<file path="config.mk">
export PLATFORM = sky130hd
export DESIGN_NAME = program_loader
export DESIGN_NICKNAME = d
export VERILOG_FILES = /design/src/rtl/program_loader.sv
export SDC_FILE = /design/constraint.sdc
export NUM_CORES = 1
export LEC_CHECK = 0
export BUFFER_PORTS_ARGS = -buffer_cell sky130_fd_sc_hd__buf_4
export CAP_MARGIN = 10
export CORE_ASPECT_RATIO = 1.1
export CORE_MARGIN = 5
export CORE_UTILIZATION = 60
export CTS_CLUSTER_DIAMETER = 40
export DETAILED_ROUTE_END_ITERATION = 10
export PLACE_DENSITY = 0.81
export SYNTH_ARGS = -nofsm -noshare
export SYNTH_HDL_FRONTEND = slang
export SYNTH_SLANG_ARGS = --single-unit
export TNS_END_PERCENT = 30
</file>
<file path="constraint.sdc">
create_clock -name clk -period 6.3 [get_ports clk]
set_input_delay 0.315 -clock clk [delete_from_list [all_inputs] [get_ports clk]]
set_output_delay 0.315 -clock clk [all_outputs]
set_load 0.02 [all_outputs]
</file>
<file path="src/rtl/program_loader.sv">
// program_loader: receives a length-prefixed big-endian byte stream and writes it
// word-by-word into instruction memory at TEXT_BASE, holding the CPU in reset
// until the image is complete. Define PROGRAM_LOADER_CHECKSUM_EN to require a
// trailing XOR checksum byte after the last word.
module program_loader #(
    parameter int                    MEMORY_DEPTH = 32,
    parameter int                    DATA_WIDTH   = 32,
    parameter logic [DATA_WIDTH-1:0] TEXT_BASE    = 32'h0040_0000
) (
    input  logic                  clk,
    input  logic                  reset,
    input  logic                  start,
    input  logic                  byte_valid,
    input  logic [7:0]            byte_data,
    output logic                  byte_ready,
    output logic                  mem_we,
    output logic [DATA_WIDTH-1:0] mem_address,
    output logic [DATA_WIDTH-1:0] mem_data,
    output logic                  cpu_hold,
    output logic                  done,
    output logic                  error
);

    typedef enum logic [2:0] {
        S_IDLE,
        S_LEN_HI,
        S_LEN_LO,
        S_DATA,
        S_WRITE,
        S_DONE,
        S_ERR
`ifdef PROGRAM_LOADER_CHECKSUM_EN
        , S_CHK
`endif
    } state_t;

`ifdef PROGRAM_LOADER_CHECKSUM_EN
    localparam state_t S_FIN = S_CHK;
`else
    localparam state_t S_FIN = S_DONE;
`endif

    state_t                state_q, state_d;
    logic [15:0]           len_q, len_d;
    logic [15:0]           idx_q, idx_d;
    logic [1:0]            cnt_q, cnt_d;
    logic [23:0]           word_q, word_d;
    logic [DATA_WIDTH-1:0] addr_q, addr_d;
    logic [DATA_WIDTH-1:0] data_q, data_d;
`ifdef PROGRAM_LOADER_CHECKSUM_EN
    logic [7:0]            csum_q, csum_d;
`endif

    logic        accept;
    logic [15:0] len_n;

    assign accept = byte_valid && byte_ready;
    assign len_n  = {len_q[15:8], byte_data};

    // state register
    always_ff @(posedge clk) begin
        if (reset) state_q <= S_IDLE;
        else       state_q <= state_d;
    end

    // next-state logic: length decode, 4-byte word assembly, write sequencing
    always_comb begin
        state_d = state_q;
        case (state_q)
            S_IDLE:   state_d = start ? S_LEN_HI : S_IDLE;
            S_LEN_HI: state_d = accept ? S_LEN_LO : S_LEN_HI;
            S_LEN_LO: if (accept) state_d = (len_n == 16'd0) ? S_FIN :
                                            (len_n > 16'(MEMORY_DEPTH)) ? S_ERR : S_DATA;
            S_DATA:   state_d = (accept && cnt_q == 2'd3) ? S_WRITE : S_DATA;
            S_WRITE:  state_d = (idx_q + 16'd1 == len_q) ? S_FIN : S_DATA;
            S_DONE,
            S_ERR:    state_d = start ? S_LEN_HI : state_q;
`ifdef PROGRAM_LOADER_CHECKSUM_EN
            S_CHK:    if (accept) state_d = (byte_data == csum_q) ? S_DONE : S_ERR;
`endif
            default:  state_d = S_IDLE;
        endcase
    end

    // datapath next values: length latch, byte shifter, write address/data capture
    always_comb begin
        len_d  = len_q;
        idx_d  = idx_q;
        cnt_d  = cnt_q;
        word_d = word_q;
        addr_d = addr_q;
        data_d = data_q;
`ifdef PROGRAM_LOADER_CHECKSUM_EN
        csum_d = csum_q;
`endif
        if (accept && state_q == S_LEN_HI) len_d[15:8] = byte_data;
        if (accept && state_q == S_LEN_LO) begin
            len_d[7:0] = byte_data;
            idx_d      = '0;
            cnt_d      = '0;
`ifdef PROGRAM_LOADER_CHECKSUM_EN
            csum_d     = '0;
`endif
        end
        if (accept && state_q == S_DATA) begin
            word_d = {word_q[15:0], byte_data};
            cnt_d  = cnt_q + 2'd1;
`ifdef PROGRAM_LOADER_CHECKSUM_EN
            csum_d = csum_q ^ byte_data;
`endif
            if (cnt_q == 2'd3) begin
                data_d = DATA_WIDTH'({word_q, byte_data});
                addr_d = TEXT_BASE + (DATA_WIDTH'(idx_q) << 2);
            end
        end
        if (state_q == S_WRITE) idx_d = idx_q + 16'd1;
    end

    // datapath registers
    always_ff @(posedge clk) begin
        if (reset) begin
            len_q  <= '0;
            idx_q  <= '0;
            cnt_q  <= '0;
            word_q <= '0;
            addr_q <= TEXT_BASE;
            data_q <= '0;
`ifdef PROGRAM_LOADER_CHECKSUM_EN
            csum_q <= '0;
`endif
        end else begin
            len_q  <= len_d;
            idx_q  <= idx_d;
            cnt_q  <= cnt_d;
            word_q <= word_d;
            addr_q <= addr_d;
            data_q <= data_d;
`ifdef PROGRAM_LOADER_CHECKSUM_EN
            csum_q <= csum_d;
`endif
        end
    end

    // outputs decoded from state; address/data hold between writes
    always_comb begin
        byte_ready  = (state_q == S_LEN_HI) || (state_q == S_LEN_LO) || (state_q == S_DATA);
`ifdef PROGRAM_LOADER_CHECKSUM_EN
        byte_ready  = byte_ready || (state_q == S_CHK);
`endif
        mem_we      = state_q == S_WRITE;
        mem_address = addr_q;
        mem_data    = data_q;
        done        = state_q == S_DONE;
        error       = state_q == S_ERR;
        cpu_hold    = state_q != S_DONE;
    end

endmodule

</file>
== Yosys cells after proc, flatten, opt, wreduce, memory -nomap -nowiden ==
Index checks and enable logic that the tools add are counted.

* Register bits after elaboration: 125
* Word-level logic and storage cells: 50
* Output and inout bits: 69
* Input port bits: 12

* Equality and inequality tests: 11
* $add $sub $neg: 3
* Reductions and logical operators: 14
* $lt $le $gt $ge: 1
* Multiplexer cells: 13

{| class="wikitable"
|+ Operators with widths
! kind !! count
|-
| two-way mux 16 bit || 2
|-
| adder 23 x 18 -> 24 bit, first input constant || 1
|-
| two-way mux 3 bit || 6
|-
| case mux 3 bit (6 select lines) || 1
|-
| adder 16 x 1 -> 16 bit, second input constant || 1
|-
| equality test 16 bit || 1
|-
| greater-than comparator 16 x 6 -> 1 bit, second input constant || 1
|-
| logical NOT 16 bit || 1
|-
| equality test 3 bit, second input constant || 3
|-
| equality test 3 x 2 -> 1 bit, second input constant || 2
|-
| two-way mux 2 bit || 3
|-
| logical AND 1 bit || 5
|-
| != test 2 bit, second input constant || 2
|-
| AND reduction 2 bit || 2
|-
| nonzero test 2 bit || 2
|-
| equality test 3 x 1 -> 1 bit, second input constant || 1
|-
| logical NOT 3 bit || 1
|-
| != test 3 bit, second input constant || 1
|-
| adder 2 x 1 -> 2 bit, second input constant || 1
|-
| equality test 2 bit, second input constant || 1
|-
| logical OR 1 bit || 2
|-
| OR reduction 2 bit || 1
|-
| two-way mux 1 bit || 1
|}

== Depth between registers and ports, before layout ==
Gate-level depths: netlist (run 1).

* Depth after elaboration: 7
* Depth in mapped cells: 9
* Mapped depth without buffers: 8

== Worst setup path before layout (run 1) ==
No wires, ideal clock.

* Kind: register to register
* From: register idx_q[1]
* To: register state_q[2]
* Path buffers: 0
* Setup slack: 4,079 ps
* Data arrival time: 2,134 ps
* Data required time: 6,214 ps
* Library setup time: 86 ps
* Period minus slack after synthesis: 2,221 ps
* Cell stages (with the launch flop): 8
* Cell sequence: dfxtp_1 -> ha_1 -> and3_4 -> nand3_4 -> or4_4 -> a2111oi_4 -> nand3_2 -> a221oi_2

* Cells in the longest elaborated chain, start to end: 4

{| class="wikitable"
|+ Ends and longest elaborated chain
! what !! RTL line !! source
|-
| from (decl) || 45 || <nowiki>logic [15:0] idx_q, idx_d;</nowiki>
|-
| from (signal assigned) || 133 || <nowiki>idx_q <= idx_d;</nowiki>
|-
| adder 16 x 1 -> 16 bit || 75 || <nowiki>S_WRITE: state_d = (idx_q + 16'd1 == len_q) ? S_FIN : S_DATA;</nowiki>
|-
| equality test 16 bit || 75 ||
|-
| two-way mux 3 bit || 75 ||
|-
| case mux 3 bit (6 select lines) || 69 || <nowiki>case (state_q)</nowiki>
|-
| to (signal assigned) || 63 || <nowiki>else state_q <= state_d;</nowiki>
|-
| to (decl) || 43 || <nowiki>state_t state_q, state_d;</nowiki>
|}

Every way passes these cells.
A chain may end at the register's enable or synchronous reset.

== Worst setup path in the final report (run 1) ==
* From: register state_q[1]
* To: register addr_q[16] (netlist: mem_address[16])

* Cells in the longest elaborated chain, start to end: 6
* Elaborated cells on any way between the ends: 8
* Those cells by class: eq/ne: 3; reduce/logical: 5

{| class="wikitable"
|+ Ends and longest elaborated chain
! what !! RTL line !! source
|-
| equality test 3 x 1 -> 1 bit or equality test 3 x 2 -> 1 bit (tied branches) || 146 || <nowiki>byte_ready = (state_q == S_LEN_HI) || (state_q == S_LEN_LO) || (state_q == S_DATA);</nowiki>
|-
| logical OR 1 bit (2 in series) || 146 ||
|-
| logical AND 1 bit || 57 || <nowiki>assign accept = byte_valid && byte_ready;</nowiki>
|-
| logical AND 1 bit (*) || 105 || <nowiki>if (accept && state_q == S_DATA) begin</nowiki>
|-
| AND reduction 2 bit (no source line) (*) || -- ||
|-
| to (signal assigned) || 136 || <nowiki>addr_q <= addr_d;</nowiki>
|-
| to (decl) || 48 || <nowiki>logic [DATA_WIDTH-1:0] addr_q, addr_d;</nowiki>
|}

Every way passes the cells marked *; elsewhere a longest branch is shown, timed or not.

==> results of run 1 <==
-- Yosys cell counts (4+ instances only) --
library cell / count / area, sq um
nor3b_1: 4 / 30.03
nor2_1: 31 / 116.4
dfxtp_1: 109 / 2182
nand3_1: 8 / 40.04
inv_1: 6 / 22.52
buf_4: 20 / 150.1
buf_2: 4 / 20.02
or3_1: 6 / 37.54
xor2_1: 6 / 52.55
nor3_1: 8 / 40.04
nand4_1: 6 / 37.54
a21oi_1: 112 / 560.5
xnor2_1: 14 / 122.6
nand2_1: 199 / 747.0
o21ai_0: 15 / 75.07
clkbuf_1: 39 / 146.4
nor4_1: 6 / 37.54
nand3b_1: 4 / 30.03
-- worst max path at each step --
stage,start,to,slack [ns],cells after the start
global placement,idx_q[0]$_SDFFE_PP0P_,state_q[2]$_SDFFE_PP0P_,3.76,7
detailed placement,state_q[1]$_SDFFE_PP0P_,mem_address[16]$_SDFFE_PP0P_,3.68,7
CTS,state_q[1]$_SDFFE_PP0P_,mem_address[16]$_SDFFE_PP0P_,3.65,7
floorplan,idx_q[1]$_SDFFE_PP0P_,state_q[2]$_SDFFE_PP0P_,4.08,7
finish,state_q[1]$_SDFFE_PP0P_,mem_address[16]$_SDFFE_PP0P_,3.66,7
global route,state_q[1]$_SDFFE_PP0P_,mem_address[4]$_SDFFE_PP0P_,3.35,7
-- placed cells by master (no fill, tap or decap), types with 3 or more instances in the layout --
cell / n
nand2b_1: 3
nand3_1: 8
inv_1: 6
nor2b_1: 3
nand3b_1: 4
xor2_1: 6
mux2i_1: 3
nor3_1: 8
and3_1: 3
or3_1: 6
dfxtp_1: 109
nand4_1: 6
nor2_1: 31
clkinv_8: 3
a211oi_1: 3
a21oi_1: 112
nand2_1: 199
conb_1: 16
nor4_1: 6
buf_4: 68
xnor2_1: 14
nor3b_1: 4
clkbuf_8: 9
o21ai_0: 15
-- worst max-delay path: stages, from the launching register on --
cell,delay (ns)
dfxtp_1,0.59
nand2b_1,0.26
nor2_1,0.15
buf_4,0.28
and2_1,0.61
buf_4,0.43
nand2_1,0.11
a21oi_1,0.14
-- routing by layer --
layer / GRT usage (%) / up-vias / wire length [um]
li1: - / 2197 / -
met1: 29.84 / 2077 / 4612
met2: 38.83 / 162 / 5779
met3: 4.601 / 24 / 770
met4: 10.02 / 0 / 252
met5: 0 / - / 0
-- power by group through the flow --
stage                     sequential, W  clock, W  combinational, W
final                          0.000757  0.000431          0.000260
after global routing           0.000764  0.000466          0.000288
after CTS                      0.000756  0.000436          0.000259
after detailed placement       0.000773         0          0.000258
after global placement         0.000769         0          0.000249
after floorplan                0.000744         0          0.000228
-- cell families after synthesis --
| logic type | count (synthesis) | synth area share (%) |
|---|---|---|
| flops | 109 | 44.28 |
| mux | 4 | 0.8378 |
| simple gates | 297 | 26.68 |
| xor+xnor | 20 | 3.554 |
| fa+ha+maj | 2 | 0.5077 |
| buf+inv | 74 | 7.641 |
| other cells | 2 | 0.1524 |
| compound gates | 145 | 16.35 |
-- sequential cells by signal, summed over array words and instances (netlist names) --
signal and flops:
len_q 16, mem_address 16, cnt_q 2, idx_q 16, word_q 24, state_q 3, mem_data 32
-- cell type report --
cell class | count | area [sq um]
well taps | 108 | 135.1
inverters | 6 | 22.52
multi-input cells | 484 | 2422
repair buffers | 68 | 510.5
clock buffers | 9 | 123.9
flip-flops and latches | 109 | 2182
fillers | 679 | 2470
clock inverters | 7 | 88.84
-- per-stage QoR --
| stage | hold WS (ns) | instance area, sq um | total power (W) | util [%] |
|---|---|---|---|---|
| final | 0.2180 | 5485 | 0.001448 | 68.95 |
| after global routing | 0.2159 | 5485 | 0.001518 | 68.95 |
| after CTS | 0.2008 | 5485 | 0.001451 | 68.95 |
| after detailed placement | 0.4435 | 5273 | 0.001030 | 66.28 |
| after global placement | 0.4384 | 5273 | 0.001018 | 66.28 |
| after floorplan | 0.4321 | 4981 | 0.0009722 | - |
==> results_dict.tcl, run 1 <==
set metrics [dict create \
    yosysWarnings 0 \
    ant_nets 0 \
    power_density_nw_per_um2 264.0 \
    clkLatencyLatePin_ns 0.38 \
    r2r_end "mem_address[16]$_SDFFE_PP0P_" \
    vias_per_cell 5.638 \
    wl_um 11420 \
    cts_max_path_buffers 2 \
    status "complete, no violations" \
    reg2reg_slack_ns 3.66 \
    timing_worst_setup_path_type "register to register" \
    power_switching_w 0.0004809 \
    die_area_sq_um 10130 \
    drc 0 \
    finalSetupViolations 0 \
    postCtsHoldBufs 0 \
    grt_max_degree 110 \
    hold_class "input port to register" \
    whs_path_depth 3 \
    drtIter0Drc 238 \
    syn_area_sq_um 4928 \
    htreeDepth 3 \
    holdPathEnd "mem_data[0]$_SDFFE_PP0P_" \
    internal_power_w 0.0009675 \
    synth_enable_flop_cells 0 \
    relSlewSlack_pct 28.83 \
    fin_tns_setup_ns 0 \
    fp.dieH_um 105.1 \
    hpwl_um 7944 \
    min_period_ns 2.642 \
    cts_root_buf "clkbuf_8" \
    core_sq_um 7955 \
    grt_pass1_wl_um 19510 \
    path_max_fanout 29 \
    synth-seq-cells 109 \
    final_nets 692 \
    portBuffers 64 \
    die_w_um 96.42 \
    swShare_pct 33.20 \
    dp_cells 775 \
    r2r_cells 7 \
    firstDrtPassIters 5 \
    fin_cells 791 \
    antenna_cells 0 \
    period_share_pct 41.94 \
    setup_ws_ns 3.658 \
    vdd_drop_max_v 0.0001449 \
    max_cap_violations 0 \
    avgRoutedWirePerCell_um 14.43 \
    worstSetupStartpointType "register" \
    areaGrowthSynthToFinish_pct 11.30 \
    cts_tree "yes" \
    cp.required_ns 6.60 \
    vias 4460 \
    r2r-start "state_q[1]$_SDFFE_PP0P_" \
    start_util_pct 61.95 \
    numCtsBuffers 9 \
    antenna_found_initial 0 \
    pin_count 81 \
    clock-sinks 109 \
    tightest_slew_ns 1.068 \
    grt_overflow 0 \
    skew_ns 0.01826 \
    ys.flop_type "dfxtp_1" \
    syn_area_per_cell_sq_um 7.547 \
    drive_above_1_share_pct 13.76 \
    cts_post_setup_buffers_inserted 0 \
    gp_congestion 0.8664 \
    hold_viol 0 \
    hp-start "byte_data[0]" \
    rows 34 \
    syn_inst 653 \
    track_usage_pct 23.63 \
    cp.arrival_ns 2.95 \
    pre_cts_slack_ns 3.677 \
    p_clk_share_pct 29.8 \
    yosysSeqAreaShare_pct 44.28 \
    p_seq_share_pct 52.3 \
    path_clk_slew_ns 0.11 \
    grt_pass1_vias 4249 \
    p_leak_nw 1.978 \
    fmax_ghz 0.3784 \
    yosysUniqueCellTypes 52 \
    slew_violations 0 \
    rsz0062_at_grt "false" \
    power_frac_comb_pct 17.9 \
    cts_resized 0 \
    async_reset_ff_share_pct 0 \
    crit_path_end_kind "register" \
]
(Power assumes the default switching activity.)
==> run 2: changes to the inputs <==
--- a/config.mk
+++ b/config.mk
@@ -9,10 +9,10 @@
 export CAP_MARGIN = 10
 export CORE_ASPECT_RATIO = 1.1
 export CORE_MARGIN = 5
-export CORE_UTILIZATION = 60
+export CORE_UTILIZATION = 56
 export CTS_CLUSTER_DIAMETER = 40
 export DETAILED_ROUTE_END_ITERATION = 10
-export PLACE_DENSITY = 0.81
+export PLACE_DENSITY = 0.76
 export SYNTH_ARGS = -nofsm -noshare
 export SYNTH_HDL_FRONTEND = slang
 export SYNTH_SLANG_ARGS = --single-unit
==> constraint.sdc (replaced) <==
create_clock -name clk -period 2.49 [get_ports clk]
set_input_delay 0.1245 -clock clk [delete_from_list [all_inputs] [get_ports clk]]
set_output_delay 0.1245 -clock clk [all_outputs]
set_load 0.02 [all_outputs]
==> results_dict.tcl, run 2 (synthesis results as in run 1) <==
set metrics [dict create \
    drive_above_1_share_pct 15.83 \
    r2r-start "idx_q[0]$_SDFFE_PP0P_" \
    vias_per_cell 5.447 \
    ant_nets 0 \
    period_share_pct 94.13 \
    dp_cells 793 \
    skew_ns 0.01120 \
    startpoint "idx_q[0]$_SDFFE_PP0P_" \
    fin_cells 809 \
    htreeDepth 3 \
    power_frac_comb_pct 18.6 \
    cp.arrival_ns 2.63 \
    core_sq_um 8738 \
    vdd_drop_max_v 0.0004058 \
    p_leak_nw 2.041 \
    die_w_um 99.45 \
    max_cap_violations 0 \
    rows 36 \
    largest_reg_flops 32 \
    final_nets 704 \
    antenna_found_initial 0 \
    status "complete, no violations" \
    cp.required_ns 2.78 \
    grt_overflow 0 \
    avgRoutedWirePerCell_um 14.58 \
    clkLatencyLatePin_ns 0.38 \
    power_density_nw_per_um2 659.4 \
    fin_tns_setup_ns 0 \
    layout_commonest_cell "nand2_1" \
    grt_pass1_vias 4128 \
    slew_violations 0 \
    p_seq_share_pct 51.9 \
    hold_class "input port to register" \
    hp-start "byte_data[4]" \
    relSlewSlack_pct 43.91 \
    fmax_ghz 0.4267 \
    drc 0 \
    fp.dieH_um 108.4 \
    fin_area_sq_um 5597 \
    gp_congestion 0.9467 \
    path_clk_slew_ns 0.11 \
    grt_pass1_wl_um 19280 \
    firstDrtPassIters 4 \
    postCtsHoldBufs 0 \
    wl_um 11800 \
    clock-sinks 109 \
    hpwl_um 8318 \
    worstSetupStartpointType "register" \
    internal_power_w 0.002504 \
    die_area_sq_um 10780 \
    p_clk_share_pct 29.6 \
    min_period_ns 2.344 \
    track_usage_pct 21.99 \
    pin_count 81 \
    start_util_pct 56.40 \
    antenna_cells 0 \
    placed_cell_area_sq_um 5383 \
    grt_max_degree 71 \
    path_max_fanout 8 \
    power_switching_w 0.001187 \
    cts_max_path_buffers 2 \
    layout_common_cells "nand2_1 (199), a21oi_1 (112), dfxtp_1 (107)" \
    crit_path_end_kind "register" \
    whs_path_depth 3 \
    areaGrowthSynthToFinish_pct 13.56 \
    tightest_slew_ns 0.8349 \
    drtIter0Drc 266 \
    r2r_cells 7 \
    cts_root_buf "clkbuf_8" \
    numCtsBuffers 9 \
    cts_tree "yes" \
    hold_viol 0 \
    portBuffers 64 \
    finalSetupViolations 0 \
    vias 4407 \
    swShare_pct 32.16 \
    timing_worst_setup_path_type "register to register" \
    rsz0062_at_grt "false" \
    holdWs_ns 0.01913 \
]
[run 2: cell count changes in the layout (fill, tap and decap cells not counted), sizes merged]
cell,before,now
buf,68,80
clkbuf,9,11
clkinv,5,1
inv,8,10
[run 2: cell type report]
class                      instances  area (sq um)
tap                              114         142.6
inverter                           6         22.52
timing repair buffer              80         613.1
sequential                       109          2185
fill                             799          3142
clock buffer                      11         151.4
multi-input combinational        484          2431
clock inverter                     5         51.30
[run 2: path summary, 6_finish.rpt]
kind | endpoint | slack (ns)
max | state_q[2]$_SDFFE_PP0P_ | 0.15
min | len_q[4]$_SDFFE_PP0P_ | 0.02
min reg2reg | mem_data[29]$_SDFFE_PP0P_ | 0.46
max reg2reg | state_q[2]$_SDFFE_PP0P_ | 0.15
[run 2: through the flow]
stage	worst slack [ns]	util, %	total power, W
final	0.1462	64.05	0.003691
after global routing	0.009333	64.05	0.003872
after CTS	0.08283	63.92	0.003697
after detailed placement	0.1403	61.60	0.002630
after global placement	0.2619	61.60	0.002617
after floorplan	0.2694	-	0.002460
[run 2: metal layers]
layer / global-route usage, % / vias to the layer above / part of all wire [%]
li1: - / 2210 / -
met1: 27.76 / 2064 / 43
met2: 37.09 / 115 / 50
met3: 4.000 / 18 / 4.7
met4: 8.976 / 0 / 2.0
met5: 0 / - / 0
[run 2: power groups by stage]
stage          combinational, W  clock [W]  sequential [W]
6_report               0.000685    0.00109         0.00191
4_1_cts                0.000679    0.00110         0.00191
3_3_place_gp           0.000664          0         0.00195
5_1_grt                0.000762    0.00118         0.00193
2_1_floorplan          0.000577          0         0.00188
3_5_place_dp           0.000676          0         0.00195
[run 2: worst max-delay path: stages, from the launching register on]
cell       delay [ns]
dfxtp_1          0.36
ha_2             0.24
and3_4           0.23
nand3_4          0.12
or4_4            0.51
a2111oi_4        0.42
nand3_2          0.11
a221oi_2         0.24
[run 2: repair_timing]
action | in CTS | in global routing
setup endpoints to repair | 0 | 2
buffers inserted | 0 | 0
gates resized for setup | 0 | 4
==> run 3: changes to the inputs <==
--- a/config.mk
+++ b/config.mk
@@ -7,12 +7,14 @@
 export LEC_CHECK = 0
 export BUFFER_PORTS_ARGS = -buffer_cell sky130_fd_sc_hd__buf_4
 export CAP_MARGIN = 10
+export CELL_PAD_IN_SITES_DETAIL_PLACEMENT = 0
+export CELL_PAD_IN_SITES_GLOBAL_PLACEMENT = 1
 export CORE_ASPECT_RATIO = 1.1
 export CORE_MARGIN = 5
-export CORE_UTILIZATION = 56
+export CORE_UTILIZATION = 41
 export CTS_CLUSTER_DIAMETER = 40
 export DETAILED_ROUTE_END_ITERATION = 10
-export PLACE_DENSITY = 0.76
+export PLACE_DENSITY = 0.77
 export SYNTH_ARGS = -nofsm -noshare
 export SYNTH_HDL_FRONTEND = slang
 export SYNTH_SLANG_ARGS = --single-unit
==> results_dict.tcl, run 3 (synthesis results as in run 1) <==
set metrics [dict create \
    postCtsHoldBufs 0 \
    clkLatencyLatePin_ns 0.35 \
    drc 0 \
    portBuffers 64 \
    endpoint "state_q[2]$_SDFFE_PP0P_" \
    wl_met2_um 5823 \
    gp_congestion 0.9207 \
    layout_commonest_cell "nand2_1" \
    status "complete, no violations" \
    pin_count 81 \
    r2r_cells 7 \
    firstDrtPassIters 5 \
    drtIter0Drc 247 \
    ant_nets 0 \
    finalSetupViolations 0 \
    wl_um 12360 \
    crit_path_end_kind "register" \
    met1Wirelength_um 5676 \
    die_w_um 114.5 \
    skew_ns 0.003934 \
    cts_tree "yes" \
    wl_met3_um 636 \
    power_density_nw_per_um2 715.6 \
    r2r-start "idx_q[3]$_SDFFE_PP0P_" \
    dp_cells 838 \
    htreeDepth 3 \
    fillers 1217 \
    avgRoutedWirePerCell_um 14.49 \
    vias 4357 \
    multi_input_area_sq_um 2429 \
    vias_per_cell 5.108 \
    fp.dieH_um 125.0 \
    final_util_pct 48.55 \
    vdd_drop_max_v 0.0004067 \
    rows 42 \
    fmax_ghz 0.4289 \
    cts_max_path_buffers 2 \
    layout_common_cells "nand2_1 (199), a21oi_1 (112), dfxtp_1 (109)" \
    hold_viol 0 \
    start_util_pct 41.32 \
    timing_worst_setup_path_type "register to register" \
    grt_overflow 0 \
    core_sq_um 11930 \
    antenna_found_initial 0 \
    fin_cells 853 \
    seqCellArea_sq_um 2182 \
    largest_reg_flops 32 \
    max_cap_violations 0 \
    numCtsBuffers 9 \
    hpwl_um 8678 \
    areaGrowthSynthToFinish_pct 17.52 \
    reg2reg_slack_ns 0.16 \
    path_clk_slew_ns 0.07 \
    cp.required_ns 2.76 \
    cp.arrival_ns 2.60 \
    highest_layer "met4" \
    path_max_fanout 9 \
    slew_violations 0 \
    startpoint "idx_q[3]$_SDFFE_PP0P_" \
    hold_class "input port to register" \
    cts_post_setup_buffers_inserted 0 \
    tightest_slew_ns 0.7868 \
    drive_above_1_share_pct 15.74 \
    r2r_end "state_q[2]$_SDFFE_PP0P_" \
    track_usage_pct 17.28 \
    antenna_cells 0 \
    die_area_sq_um 14320 \
    period_share_pct 93.63 \
    p_leak_nw 2.118 \
    grt_pass1_vias 4078 \
    clock-sinks 109 \
    relSlewSlack_pct 47.14 \
    grt_pass1_wl_um 20170 \
    final_nets 709 \
    cts_root_buf "clkbuf_16" \
    grt_max_degree 59 \
    worstSetupStartpointType "register" \
    min_period_ns 2.331 \
]
run 3: changes by cell type in the layout (fill, tap and decap cells not counted), moves of 4 or more:
cell and delta:
clkbuf_16 +9, clkbuf_8 -10, buf_4 +5, inv_6 -4
run 3: through the flow:
| stage | setup TNS, ns | setup slack (ns) | hold slack, ns | total power [W] | instance area (sq um) |
|---|---|---|---|---|---|
| finish | 0 | 0.1585 | 0.06382 | 0.004145 | 5792 |
| global route | -0.01451 | -0.01238 | 0.06017 | 0.004351 | 5792 |
| CTS | 0 | 0.1449 | 0.05414 | 0.004193 | 5786 |
| detailed placement | 0 | 0.1634 | 0.4254 | 0.002665 | 5470 |
| global placement | 0 | 0.2551 | 0.4181 | 0.002651 | 5470 |
| floorplan | 0 | 0.2694 | 0.2605 | 0.002460 | 4981 |
run 3: final cells by class:
cell class / instances / share of cell area, %
multi-input cells: 484 / 41.93
flip-flops and latches: 109 / 37.68
repair buffers: 85 / 11.23
clock buffers: 11 / 4.191
well taps: 154 / 3.327
clock inverters: 4 / 1.253
inverters: 6 / 0.3889
run 3: what timing repair did:
item                                   in CTS  in global routing
setup endpoints to repair                   0                  2
resized for setup                           0                  1
endpoints found under the hold margin       0                  0
run 3: worst min-delay path by stage:
stage | end | slack [ns] | cells past startpoint | from
6_report | len_q[9]$_SDFFE_PP0P_ | 0.06 | 3 | byte_data[1]
5_1_grt | len_q[4]$_SDFFE_PP0P_ | 0.06 | 3 | byte_data[4]
4_1_cts | len_q[9]$_SDFFE_PP0P_ | 0.05 | 3 | byte_data[1]
3_5_place_dp | len_q[0]$_SDFFE_PP0P_ | 0.43 | 3 | byte_data[0]
3_3_place_gp | word_q[0]$_SDFFE_PP0P_ | 0.42 | 3 | byte_data[0]
2_1_floorplan | len_q[0]$_SDFFE_PP0P_ | 0.26 | 2 | byte_data[0]
run 3: report_power, final:
| part | switching [W] | leakage (nW) | internal, W |
|---|---|---|---|
| clock | 0.000623 | 0.152 | 0.000902 |
| combinational | 0.000469 | 1.09 | 0.000272 |
| sequential | 0.0000747 | 0.879 | 0.00180 |
| total | 0.00117 | 2.12 | 0.00298 |
run 3: metal layers:
metal	vias up	GRT usage, %
li1	2229	-
met1	2020	23.52
met2	91	27.51
met3	17	3.093
met4	0	5.940
met5	-	0
run 3: critical path, stage by stage, from the launching register on:
cell	delay, ns
dfxtp_1	0.50
nand4_1	0.27
nor4_2	0.43
xnor2_1	0.16
o211ai_1	0.16
a2111oi_4	0.39
nand3_2	0.11
a221oi_2	0.22
